$ cat src/rtl/conv_pkg.sv
// Shared configuration and state type for the conv1 frame sequencer.
package conv_pkg;

  localparam int IMG_W            = 32;
  localparam int IMG_H            = 32;
  localparam int KERNEL           = 5;
  localparam int MAC_LATENCY      = 4;
  localparam int NUM_CONV_FILTERS = 6;
  localparam int OUT_PER_FRAME    = (IMG_H - KERNEL + 1) * (IMG_W - KERNEL + 1);

  typedef enum logic [1:0] {IDLE, RUN, FLUSH, DONE} seq_state_t;

endpackage

$ cat src/rtl/valid_delay_line.sv
// Fixed-latency valid pipe that mirrors the MAC pipeline; it never stalls.
module valid_delay_line #(
  parameter int DEPTH = 4
) (
  input  logic i_clk,
  input  logic i_rst_n,
  input  logic i_valid,
  output logic o_valid,
  output logic o_empty
);

  logic [DEPTH-1:0] r_shift;
  logic [DEPTH-1:0] w_behind;

  always_ff @(posedge i_clk or negedge i_rst_n) begin
    if (!i_rst_n) begin
      r_shift <= '0;
    end else begin
      r_shift <= (r_shift << 1) | DEPTH'(i_valid);
    end
  end

  assign o_valid = r_shift[DEPTH-1];

  // Empty means nothing is queued behind the tail, so the line drains this cycle.
  assign w_behind = r_shift << 1;
  assign o_empty  = (w_behind == '0);

endmodule

$ cat src/rtl/conv_frame_sequencer.sv
// Frame controller for conv1: pops pixels, tracks window position and results in flight.
module conv_frame_sequencer #(
  parameter int IMG_W       = conv_pkg::IMG_W,
  parameter int IMG_H       = conv_pkg::IMG_H,
  parameter int KERNEL      = conv_pkg::KERNEL,
  parameter int MAC_LATENCY = conv_pkg::MAC_LATENCY
) (
  input  logic                     i_clk,
  input  logic                     i_rst_n,
  input  logic                     i_start,
  input  logic                     i_feature_valid,
  output logic                     o_rd_en,
  output logic                     o_shift_en,
  output logic [$clog2(IMG_H)-1:0] o_row,
  output logic [$clog2(IMG_W)-1:0] o_col,
  output logic                     o_window_valid,
  input  logic                     i_out_ready,
  output logic                     o_out_valid,
  output logic                     o_last_feature,
  output logic                     o_busy,
  output logic                     o_done
);

  import conv_pkg::*;

  localparam int ROW_W = $clog2(IMG_H);
  localparam int COL_W = $clog2(IMG_W);
  localparam int N_OUT = (IMG_H - KERNEL + 1) * (IMG_W - KERNEL + 1);
  localparam int CNT_W = $clog2(N_OUT);

  seq_state_t       r_state;
  seq_state_t       w_state_next;
  logic [ROW_W-1:0] r_row;
  logic [COL_W-1:0] r_col;
  logic [CNT_W-1:0] r_out_cnt;
  logic             w_accept;
  logic             w_start;
  logic             w_col_wrap;
  logic             w_last_pixel;
  logic             w_window;
  logic             w_out_valid;
  logic             w_dl_empty;

  assign w_start      = (r_state == IDLE) & i_start;
  assign w_col_wrap   = (r_col == COL_W'(IMG_W - 1));
  assign w_last_pixel = w_col_wrap & (r_row == ROW_W'(IMG_H - 1));

  always_ff @(posedge i_clk or negedge i_rst_n) begin
    if (!i_rst_n) begin
      r_state <= IDLE;
    end else begin
      r_state <= w_state_next;
    end
  end

  always_comb begin
    w_state_next = r_state;
    case (r_state)
      IDLE:    if (i_start) w_state_next = RUN;
      RUN:     if (w_accept && w_last_pixel) w_state_next = FLUSH;
      FLUSH:   if (w_dl_empty) w_state_next = DONE;
      DONE:    w_state_next = IDLE;
      default: w_state_next = IDLE;
    endcase
  end

  always_comb begin
    w_accept = 1'b0;
    o_busy   = 1'b0;
    o_done   = 1'b0;
    case (r_state)
      RUN: begin
        w_accept = i_feature_valid & i_out_ready;
        o_busy   = 1'b1;
      end
      FLUSH:   o_busy = 1'b1;
      DONE: begin
        o_busy = 1'b1;
        o_done = 1'b1;
      end
      default: ;
    endcase
  end

  // Position of the pixel at the FWFT head; advances only when it is taken.
  always_ff @(posedge i_clk or negedge i_rst_n) begin
    if (!i_rst_n) begin
      r_row <= '0;
      r_col <= '0;
    end else if (w_start) begin
      r_row <= '0;
      r_col <= '0;
    end else if (w_accept) begin
      if (w_col_wrap) begin
        r_col <= '0;
        r_row <= (r_row == ROW_W'(IMG_H - 1)) ? '0 : r_row + 1'b1;
      end else begin
        r_col <= r_col + 1'b1;
      end
    end
  end

  assign w_window = w_accept & (r_row >= ROW_W'(KERNEL - 1)) & (r_col >= COL_W'(KERNEL - 1));

  valid_delay_line #(
    .DEPTH (MAC_LATENCY)
  ) u_delay (
    .i_clk   (i_clk),
    .i_rst_n (i_rst_n),
    .i_valid (w_window),
    .o_valid (w_out_valid),
    .o_empty (w_dl_empty)
  );

  always_ff @(posedge i_clk or negedge i_rst_n) begin
    if (!i_rst_n) begin
      r_out_cnt <= '0;
    end else if (w_start) begin
      r_out_cnt <= '0;
    end else if (w_out_valid) begin
      r_out_cnt <= r_out_cnt + 1'b1;
    end
  end

  assign o_rd_en        = w_accept;
  assign o_shift_en     = w_accept;
  assign o_row          = r_row;
  assign o_col          = r_col;
  assign o_window_valid = w_window;
  assign o_out_valid    = w_out_valid;
  assign o_last_feature = w_out_valid & (r_out_cnt == CNT_W'(N_OUT - 1));

endmodule

$ cat config.mk
export PLATFORM = sky130hd
export DESIGN_NAME = conv_frame_sequencer
export DESIGN_NICKNAME = d
export VERILOG_FILES = /design/src/rtl/conv_pkg.sv /design/src/rtl/valid_delay_line.sv /design/src/rtl/conv_frame_sequencer.sv
export SDC_FILE = /design/constraint.sdc
export NUM_CORES = 1
export LEC_CHECK = 0
export BUFFER_PORTS_ARGS = -buffer_cell sky130_fd_sc_hd__buf_2
export CAP_MARGIN = 0
export CORE_ASPECT_RATIO = 1.25
export CORE_MARGIN = 2
export CORE_UTILIZATION = 33
export DETAILED_ROUTE_END_ITERATION = 6
export PLACE_DENSITY = 0.6
export SLEW_MARGIN = 20
export SYNTH_ARGS = -nofsm -noshare
export SYNTH_HDL_FRONTEND = slang
export SYNTH_SLANG_ARGS = --single-unit
export TNS_END_PERCENT = 100
$ cat constraint.sdc
create_clock -name i_clk -period 2.95 [get_ports i_clk]
set_clock_uncertainty 0.2 [all_clocks]
set_input_delay 0.59 -clock i_clk [delete_from_list [all_inputs] [get_ports i_clk]]
set_output_delay 0.59 -clock i_clk [all_outputs]
set_load 0.01 [all_outputs]
==> impl_metrics.csv, run 1 <==
group,metric,value,unit
status,outcome,"finished clean",
place,dp_hpwl,1980,um
synth,yosysTopAreaCell,"dfrtp_1",
die,dieArea,0.00485,mm2
place,postPlaceCellArea,0.00157,mm2
power,p_total,0.833,mW
drt,drt-pass1-iter-count,4,
die,die_w,62.7,um
setup_path,end_kind,"primary output",
synth,synth_top_area_share,45.8,%
clocking,numCtsBuffers,3,
cells_and_area,diodes,0,
setup_path,required,2.16,ns
power,ir_drop,241,uV
global_routing,grt_usage,12.7,%
timing,finalMaxSlewViolations,0,
cells_and_area,final_util,40.1,%
place,gp_congestion,0.791,
synth,synth_cells,143,
drt,wl_per_cell,12.3,um
timing,rsz0062_at_grt,"false",
cells_and_area,layout.nets,182,
die,die_h,77.4,um
cells_and_area,area_growth,15.8,%
synth,ys_ff_latch,26,
clocking,clock_sinks,26,
global_routing,grt_max_degree,27,
synth,synth_area_leaders,"dfrtp_1, ha_1, a21oi_1",
power,p_leak,0.716,nW
setup_path,crit_path_start_kind,"flip-flop",
timing,final-setup-viol-count,0,
die,initial_core_util,34.7,%
clocking,post_cts_resized,0,
synth,yosys_warnings,0,
timing,tightest_slew,0.706,ns
synth,ys_seq_area_share,45.8,%
timing,max-slew-margin-rel,52.9,%
die,ios,22,
min_path,hp-class,"input port to asynchronous set/reset pin",
drt,drt_iter0_drc,37,
cells_and_area,drive_above_1_share,17.7,%
cells_and_area,multi_input_area,703,um2
timing,period_minus_slack,2.50,ns
drt,wirelength,2720,um
setup_path,r2r_start,"o_col[0]",
drt,routed.top_layer,"met4",
place,port_buffers,21,
global_routing,antenna_found_initial,0,
timing,finalCritPeriodShare,84.8,%
cells_and_area,regArea,651,um2
drt,m1WireLength,1280,um
global_routing,grt_pass1_wl,5010,um
timing,max_clock_freq,400,MHz
clocking,clock_latency,0.27,ns
drt,num_vias,1112,
setup_path,criticalPathCategory,"flip-flop to primary output",
setup_path,worst_ep_arrival_time,1.71,ns
clocking,htreeDepth,1,
clocking,clk_path_buf_depth,2,
job,maxCapViolCount,0,
drt,drc,0,
cells_and_area,final_cell_mix,"dfrtp_1, buf_2, a21oi_1",
global_routing,grt_remaining_overflow,0,
drt,wl_met3,109,um
synth,yosysUniqueCellTypes,34,
cells_and_area,layout.cells.non_filler,220,
synth,synth_area,0.00142,mm2
drt,antenna_left,0,
setup_path,r2r_cells,6,
clocking,clk_pin_slew,0.09,ns
setup_path,worstPathMaxFanout,8,
clocking,cts-root-buf,"clkbuf_8",
cells_and_area,nFillCells,428,
clocking,post_cts_buffers,0,
synth,syn_avg_cell_area,9.94,um2
setup_path,r2r_slack,0.68,ns
timing,hold_viol,0,
die,coreArea,0.00410,mm2
drt,wl_met2,1280,um
clocking,cts_hold_buffers,0,
die,fp-row-count,26,
clocking,cts_tree,"built",
global_routing,grt_pass1_vias,1119,
cells_and_area,stdcell_area,0.00165,mm2
setup_path,r2r-end,"r_state[1]",
synth,syn_nets,160,
drt,routed_via_density,5.05,
power,power.density,507,mW/mm2
cells_and_area,layout_commonest_cell,"dfrtp_1",
place,dpl.cell_count,216,
timing,tns,0,ns
-- through the flow --
step	setup WS (ns)	hold slack, ns
after floorplan	0.787	0.0944
after global placement	0.756	0.164
after detailed placement	0.699	0.170
after CTS	0.417	0.128
after global routing	0.311	0.161
final	0.448	0.114
-- cells by family (layout without fill, tap and decap cells) --
family / count (synthesis) / count (layout) / synth area share [%]
AOI/OAI and AO/OA: 30 / 30 / 12.5
DFF: 26 / 26 / 45.8
xor gates and xnor gates: 4 / 4 / 2.47
buffers and inverters: 16 / 37 / 4.75
muxes: 2 / 2 / 1.50
adders and majority gates: 12 / 12 / 10.6
and+or+nand+nor: 53 / 53 / 22.4
-- worst max-delay path, stage by stage, from the launching register on --
cell,delay (ns)
dfrtp_1,0.42
inv_1,0.11
ha_1,0.26
nand3_2,0.18
nor3_1,0.29
buf_2,0.18
-- routing by layer --
layer / global-route usage [%] / vias up
li1: - / 553
met2: 21.7 / 29
met4: 4.67 / 0
met1: 16.2 / 525
met5: 0 / -
met3: 2.03 / 5
-- sequential cells by signal (all words and copies together) (netlist names) --
name	cells
r_state	2
o_row	5
r_out_cnt	10
o_col	5
u_delay.r_shift	4
-- power breakdown --
group,total (mW),switching (mW),internal (mW)
Sequential,0.421,0.0377,0.383
Clock,0.297,0.115,0.182
Combinational,0.115,0.0642,0.0511
-- Yosys cell counts --
cell,instances
a21boi_1,1
a21oi_1,14
a31oi_1,2
and2_1,2
and3_1,2
and4_1,1
buf_4,2
clkbuf_1,2
dfrtp_1,26
ha_1,12
inv_1,12
mux2_1,1
mux2i_1,1
nand2_1,10
nand2b_1,1
nand3_1,8
nand3_2,2
nand4_1,2
nand4_2,1
nand4_4,1
nand4b_1,1
nor2_1,8
nor3_1,4
nor4_1,1
o211ai_1,2
o21a_1,2
o21ai_0,4
o31ai_1,5
or3_1,1
or3b_1,1
or4_1,6
or4b_1,1
xnor2_1,2
xor2_1,2
-- cell type report --
class,instances,share of cell area [%]
Clock buffer,3,2.51
Clock inverter,1,1.83
Inverter,12,2.74
Multi-Input combinational cell,101,42.7
Sequential cell,26,39.5
Tap cell,56,4.26
Timing Repair Buffer,21,6.39
-- worst max path at each step --
stage	startpoint	to	cells after the start
after global placement	r_state[1]	o_window_valid	5
after CTS	r_state[1]	o_window_valid	5
after detailed placement	o_col[0]	r_state[1]	6
after global routing	r_state[1]	o_window_valid	5
after floorplan	o_col[0]	r_state[1]	6
final	r_state[1]	o_window_valid	5
Power figures use the tool's default switching activity.
==> run 2: changes to the inputs <==
--- a/config.mk
+++ b/config.mk
@@ -5,6 +5,7 @@
 export SDC_FILE = /design/constraint.sdc
 export NUM_CORES = 1
 export LEC_CHECK = 0
+export ABC_AREA = 1
 export BUFFER_PORTS_ARGS = -buffer_cell sky130_fd_sc_hd__buf_2
 export CAP_MARGIN = 0
 export CORE_ASPECT_RATIO = 1.25
==> constraint.sdc (replaced) <==
create_clock -name i_clk -period 2.34 [get_ports i_clk]
set_clock_uncertainty 0.2 [all_clocks]
set_input_delay 0.468 -clock i_clk [delete_from_list [all_inputs] [get_ports i_clk]]
set_output_delay 0.468 -clock i_clk [all_outputs]
set_load 0.01 [all_outputs]
==> impl_metrics.csv, run 2 <==
group,metric,value,unit
die,initial_core_util,34.8,%
setup_path,crit_buf_inv,2,
synth,syn_nets,195,
timing,tightest_slew,0.599,ns
setup_path,r2r_cells,9,
die,die_w,63.0,um
cells_and_area,layout_commonest_cell,"nand2_1",
setup_path,cp_top_family,"flip-flops",
drt,antenna_left,0,
synth,ys_ff_latch,26,
global_routing,grt_usage,12.8,%
setup_path,slowest_stage,"dfrtp_1",
clocking,cts-root-buf,"clkbuf_8",
synth,synth_common_cells,"nand2_1, dfrtp_1, inv_1",
cells_and_area,drive_above_1_share,16.3,%
drt,wirelength,2840,um
timing,period_minus_slack,2.23,ns
place,dp_hpwl,2200,um
setup_path,worstPathMaxFanout,4,
drt,drt-pass1-iter-count,4,
status,outcome,"finished with violations",
setup_path,crit_chain,"inv_1 > ha_1 > nand3_1 > nor3_1 > buf_2",
die,fp-row-count,26,
cells_and_area,final_cell_mix,"nand2_1, dfrtp_1, inv_1",
drt,drc,0,
synth,synth_cells,178,
cells_and_area,largest_reg_flops,10,
clocking,post_cts_buffers,0,
setup_path,r2r_start,"o_row[1]",
power,power.density,857,mW/mm2
global_routing,grt_pass1_wl,5130,um
power,ir_drop,440,uV
timing,whs,-0.00837,ns
clocking,clk_pin_slew,0.09,ns
synth,syn_avg_cell_area,8.07,um2
synth,yosysMostFrequentCell,"nand2_1",
synth,synth_area,0.00144,mm2
die,dieArea,0.00490,mm2
setup_path,worstSetupStartpoint,"r_state[1]",
die,die_h,77.8,um
clocking,clock_latency,0.27,ns
cells_and_area,largest_register,"r_out_cnt",
min_path,hp-class,"input port to asynchronous set/reset pin",
clocking,clock_sinks,26,
clocking,post_cts_resized,0,
clocking,clk_path_buf_depth,2,
timing,max-slew-margin-rel,60.1,%
clocking,cts_tree,"built",
setup_path,r2r_slack,0.35,ns
timing,max_clock_freq,448,MHz
die,coreArea,0.00413,mm2
setup_path,cp-endpoint,"o_window_valid",
timing,finalMaxSlewViolations,0,
setup_path,crit_path_start_kind,"flip-flop",
synth,ys_async_sr_fraction,100,%
synth,synth_top_area_share,45.3,%
setup_path,r2r-end,"r_state[0]",
global_routing,grt_pass1_vias,1172,
cells_and_area,area_growth,16.2,%
synth,synth_edf_count,0,
timing,tns,0,ns
synth,ys_seq_area_share,45.3,%
place,gp_congestion,0.805,
setup_path,crit_cells,5,
cells_and_area,final_util,40.4,%
drt,wl_per_cell,11.0,um
die,ios,22,
drt,num_vias,1196,
cells_and_area,diodes,0,
global_routing,grt_remaining_overflow,0,
drt,drt_iter0_drc,39,
job,maxCapViolCount,0,
setup_path,required,1.67,ns
timing,hold_viol,15,
global_routing,grt_max_degree,27,
synth,synth_ff_type,"dfrtp_1",
clocking,htreeDepth,1,
setup_path,cpPeakStageDelay,0.42,ns
status,violations,"hold timing",
timing,final-setup-viol-count,0,
clocking,cts_hold_buffers,0,
cells_and_area,layout.nets,220,
global_routing,antenna_found_initial,0,
place,postPlaceCellArea,0.00160,mm2
clocking,numCtsBuffers,3,
power,p_leak,0.878,nW
timing,rsz0062_at_grt,"false",
setup_path,end_kind,"primary output",
drt,routed_via_density,4.64,
setup_path,criticalPathCategory,"flip-flop to primary output",
setup_path,worst_ep_arrival_time,1.56,ns
timing,finalCritPeriodShare,95.3,%
synth,yosysUniqueCellTypes,20,
cells_and_area,stdcell_area,0.00167,mm2
synth,yosys_warnings,0,
place,port_buffers,21,
synth,yosysTopAreaCell,"dfrtp_1",
synth,synth_area_leaders,"dfrtp_1, nand2_1, ha_1",
run 2: cell count changes after synthesis, sizes merged, moves of 3 or more:
cell,change
a21oi,-6
nor2,+12
or4,-6
o21ai,+10
inv,+13
nand4,+3
o31ai,-5
nand2,+35
run 2: routing by layer:
layer / routed length [um] / GRT usage [%]
met2: 1350 / 21.2
met1: 1340 / 16.3
met3: 109 / 2.75
met4: 39 / 4.89
met5: 0 / 0
run 2: kinds of logic (layout without fill, tap and decap cells):
family	after synthesis	count (layout)	share of synthesized area (%)
AO/OA/AOI/OAI	22	22	7.93
flip-flops	26	26	45.3
adder cells (fa/ha/maj)	12	12	10.5
buffers and inverters	27	51	8.01
AND/OR/NAND/NOR	91	91	28.3
run 2: cell type report:
| type | instances | area (um2) |
|---|---|---|
| Sequential cell | 26 | 651 |
| Inverter | 25 | 93.8 |
| Clock inverter | 1 | 30.0 |
| Fill cell | 452 | 2460 |
| Multi-Input combinational cell | 125 | 671 |
| Clock buffer | 3 | 41.3 |
| Tap cell | 56 | 70.1 |
| Timing Repair Buffer | 22 | 113 |
run 2: metrics by stage:
step	worst slack [ns]	hold WS, ns	cells	total power, mW
after CTS	0.110	0.00753	258	1.46
after floorplan	0.561	-0.0276	178	0.923
final	0.110	-0.00837	258	1.43
after detailed placement	0.365	0.163	254	1.08
after global placement	0.412	0.161	254	1.08
after global routing	0.00302	0.0301	258	1.55
run 2: power by group:
group | internal [mW] | switching [mW]
sequential | 0.513 | 0.0790
clock | 0.229 | 0.139
combinational | 0.179 | 0.292
run 2: how the worst min path moves through the flow:
stage                    endpoint  slack, ns  cells past startpoint
2_1_floorplan            o_col[0]      -0.03                      0
3_3_place_gp   u_delay.r_shift[2]       0.16                      0
3_5_place_dp   u_delay.r_shift[2]       0.16                      0
4_1_cts              r_out_cnt[8]      0.008                      1
5_1_grt              r_out_cnt[8]       0.03                      1
6_report             r_out_cnt[8]     -0.008                      1
==> run 3: changes to the inputs <==
--- a/config.mk
+++ b/config.mk
@@ -16,5 +16,6 @@
 export SLEW_MARGIN = 20
 export SYNTH_ARGS = -nofsm -noshare
 export SYNTH_HDL_FRONTEND = slang
+export SYNTH_HIERARCHICAL = 1
 export SYNTH_SLANG_ARGS = --single-unit
 export TNS_END_PERCENT = 100
==> impl_metrics.csv, run 3 <==
group,metric,value,unit
drt,wl_met2,1420,um
synth,ys_async_sr_fraction,100,%
drt,wirelength,2800,um
power,p_leak,0.903,nW
drt,wl_per_cell,10.4,um
global_routing,grt_max_degree,27,
drt,antenna_left,0,
drt,wl_met3,88,um
synth,synth_top_area_share,44.4,%
place,dp_hpwl,2200,um
synth,synth_common_cells,"nand2_1, inv_1, dfrtp_1",
setup_path,worstPathMaxFanout,6,
timing,tns,0,ns
timing,tightest_slew,0.575,ns
drt,drt_iter0_drc,41,
synth,ys_ff_latch,26,
die,die_w,63.6,um
timing,whs,-0.0159,ns
timing,period_minus_slack,2.17,ns
synth,ys_seq_area_share,44.4,%
cells_and_area,nFillCells,500,
global_routing,grt_pass1_vias,1224,
synth,syn_avg_cell_area,7.84,um2
synth,syn_nets,204,
place,port_buffers,21,
cells_and_area,area_growth,15.9,%
cells_and_area,largest_register,"r_out_cnt",
setup_path,crit_path_start_kind,"flip-flop",
die,initial_core_util,33.9,%
drt,routed.top_layer,"met4",
status,outcome,"finished with violations",
die,coreArea,0.00432,mm2
timing,max_clock_freq,460,MHz
job,maxCapViolCount,0,
timing,max-slew-margin-rel,61.7,%
cells_and_area,regArea,651,um2
power,power.density,858,mW/mm2
clocking,clock_sinks,26,
cells_and_area,final_cell_mix,"nand2_1, inv_1, dfrtp_1",
synth,yosysMostFrequentCell,"nand2_1",
clocking,clock_latency,0.27,ns
global_routing,grt_usage,13.1,%
clocking,htreeDepth,1,
synth,synth_area_leaders,"dfrtp_1, nand2_1, ha_1",
drt,routed_via_density,4.51,
die,ios,22,
place,place_ws,0.418,ns
die,die_h,78.5,um
timing,finalMaxSlewViolations,0,
die,dieArea,0.00499,mm2
drt,drt-pass1-iter-count,4,
setup_path,end_kind,"primary output",
clocking,cts-root-buf,"clkbuf_8",
clocking,clk_pin_slew,0.09,ns
clocking,numCtsBuffers,3,
timing,final-setup-viol-count,0,
min_path,hp-class,"input port to asynchronous set/reset pin",
clocking,clk_path_buf_depth,2,
cells_and_area,layout_commonest_cell,"nand2_1",
setup_path,crit_chain,"inv_1 > ha_1 > nand3_2 > nor3_2 > buf_2",
drt,num_vias,1213,
cells_and_area,multi_input_area,687,um2
timing,hold_viol,26,
synth,yosysTopAreaCell,"dfrtp_1",
global_routing,grt_remaining_overflow,0,
clocking,cts_tree,"built",
status,violations,"hold timing",
synth,synth_area,0.00147,mm2
setup_path,criticalPathCategory,"flip-flop to primary output",
setup_path,slowest_stage,"dfrtp_1",
global_routing,grt_pass1_wl,5220,um
timing,finalCritPeriodShare,92.8,%
cells_and_area,drive_above_1_share,17.1,%
synth,synth_ff_type,"dfrtp_1",
cells_and_area,largest_reg_flops,10,
place,gp_congestion,0.800,
cells_and_area,diodes,0,
clocking,post_cts_buffers,0,
synth,yosysUniqueCellTypes,19,
setup_path,required,1.67,ns
drt,drc,0,
cells_and_area,layout.nets,229,
setup_path,cpPeakStageDelay,0.41,ns
drt,m1WireLength,1260,um
synth,yosys_warnings,6,
timing,setup_ws,0.168,ns
synth,synth_edf_count,0,
timing,rsz0062_at_grt,"false",
setup_path,worst_ep_arrival_time,1.50,ns
power,ir_drop,413,uV
global_routing,antenna_found_initial,0,
die,fp-row-count,27,
synth,synth_cells,187,
==> run 3: area by class of cell <==
class / count / area share [%]
multi-input combinational: 127 / 40.5
sequential: 26 / 38.3
inverter: 32 / 7.07
timing repair buffer: 22 / 6.63
tap: 58 / 4.27
clock buffer: 4 / 3.24
==> run 3: critical path, delay by kind of cell (launching register included) <==
kind	cells	cell delay, ns
adder cells (fa/ha/maj)	1	0.18
buffers and inverters	2	0.27
flip-flops	1	0.41
AND/OR/NAND/NOR	2	0.37
==> run 3: routing by layer <==
layer	GRT usage [%]	vias to the layer above
li1	-	632
met1	15.5	561
met2	23.1	16
met3	2.15	4
met4	5.65	0
met5	0	-
==> run 3: repair_timing <==
| item | in CTS | in global routing |
|---|---|---|
| setup endpoints to repair | 0 | 1 |
| resized for setup | 0 | 1 |
| hold endpoints to repair | 0 | 0 |
| hold buffers | 0 | 0 |
==> run 3: final timing paths <==
path | slack (ns) | cells past startpoint | end | startpoint
worst max-delay path | 0.17 | 5 | o_window_valid | r_state[1]
min in group i_clk | 0.18 | 0 | u_delay/r_shift[2] | u_delay/r_shift[1]
max in group asynchronous | 1.57 | 1 | r_out_cnt[0] | i_rst_n
worst max register to register | 0.48 | 9 | r_state[0] | o_row[0]
worst min-delay path | -0.02 | 1 | o_col[2] | i_rst_n
worst min register to register | 0.18 | 0 | u_delay/r_shift[2] | u_delay/r_shift[1]
==> run 3: per-stage QoR <==
step	area (um2)	hold WS [ns]	util, %	std cells	power [mW]
4_1_cts	1690	0.0151	39.1	269	1.48
3_5_place_dp	1640	0.163	37.9	265	1.19
3_3_place_gp	1640	0.162	37.9	265	1.17
6_report	1700	-0.0159	39.3	269	1.46
2_1_floorplan	1470	-0.0276	-	187	0.991
5_1_grt	1700	0.0309	39.3	269	1.61
==> run 3: logic make-up (layout without fill, tap and decap cells) <==
kind of cell / after synthesis / in the layout / synth area share [%]
simple gates: 96 / 96 / 29.3
compound gates: 19 / 19 / 7.00
flops: 26 / 26 / 44.4
fa+ha+maj: 12 / 12 / 10.2
buf+inv: 34 / 58 / 9.05
==> run 3: power breakdown <==
| part | switching, mW | internal [mW] |
|---|---|---|
| sequential | 0.0836 | 0.530 |
| combinational | 0.352 | 0.205 |
| clock | 0.136 | 0.150 |
| total | 0.572 | 0.885 |
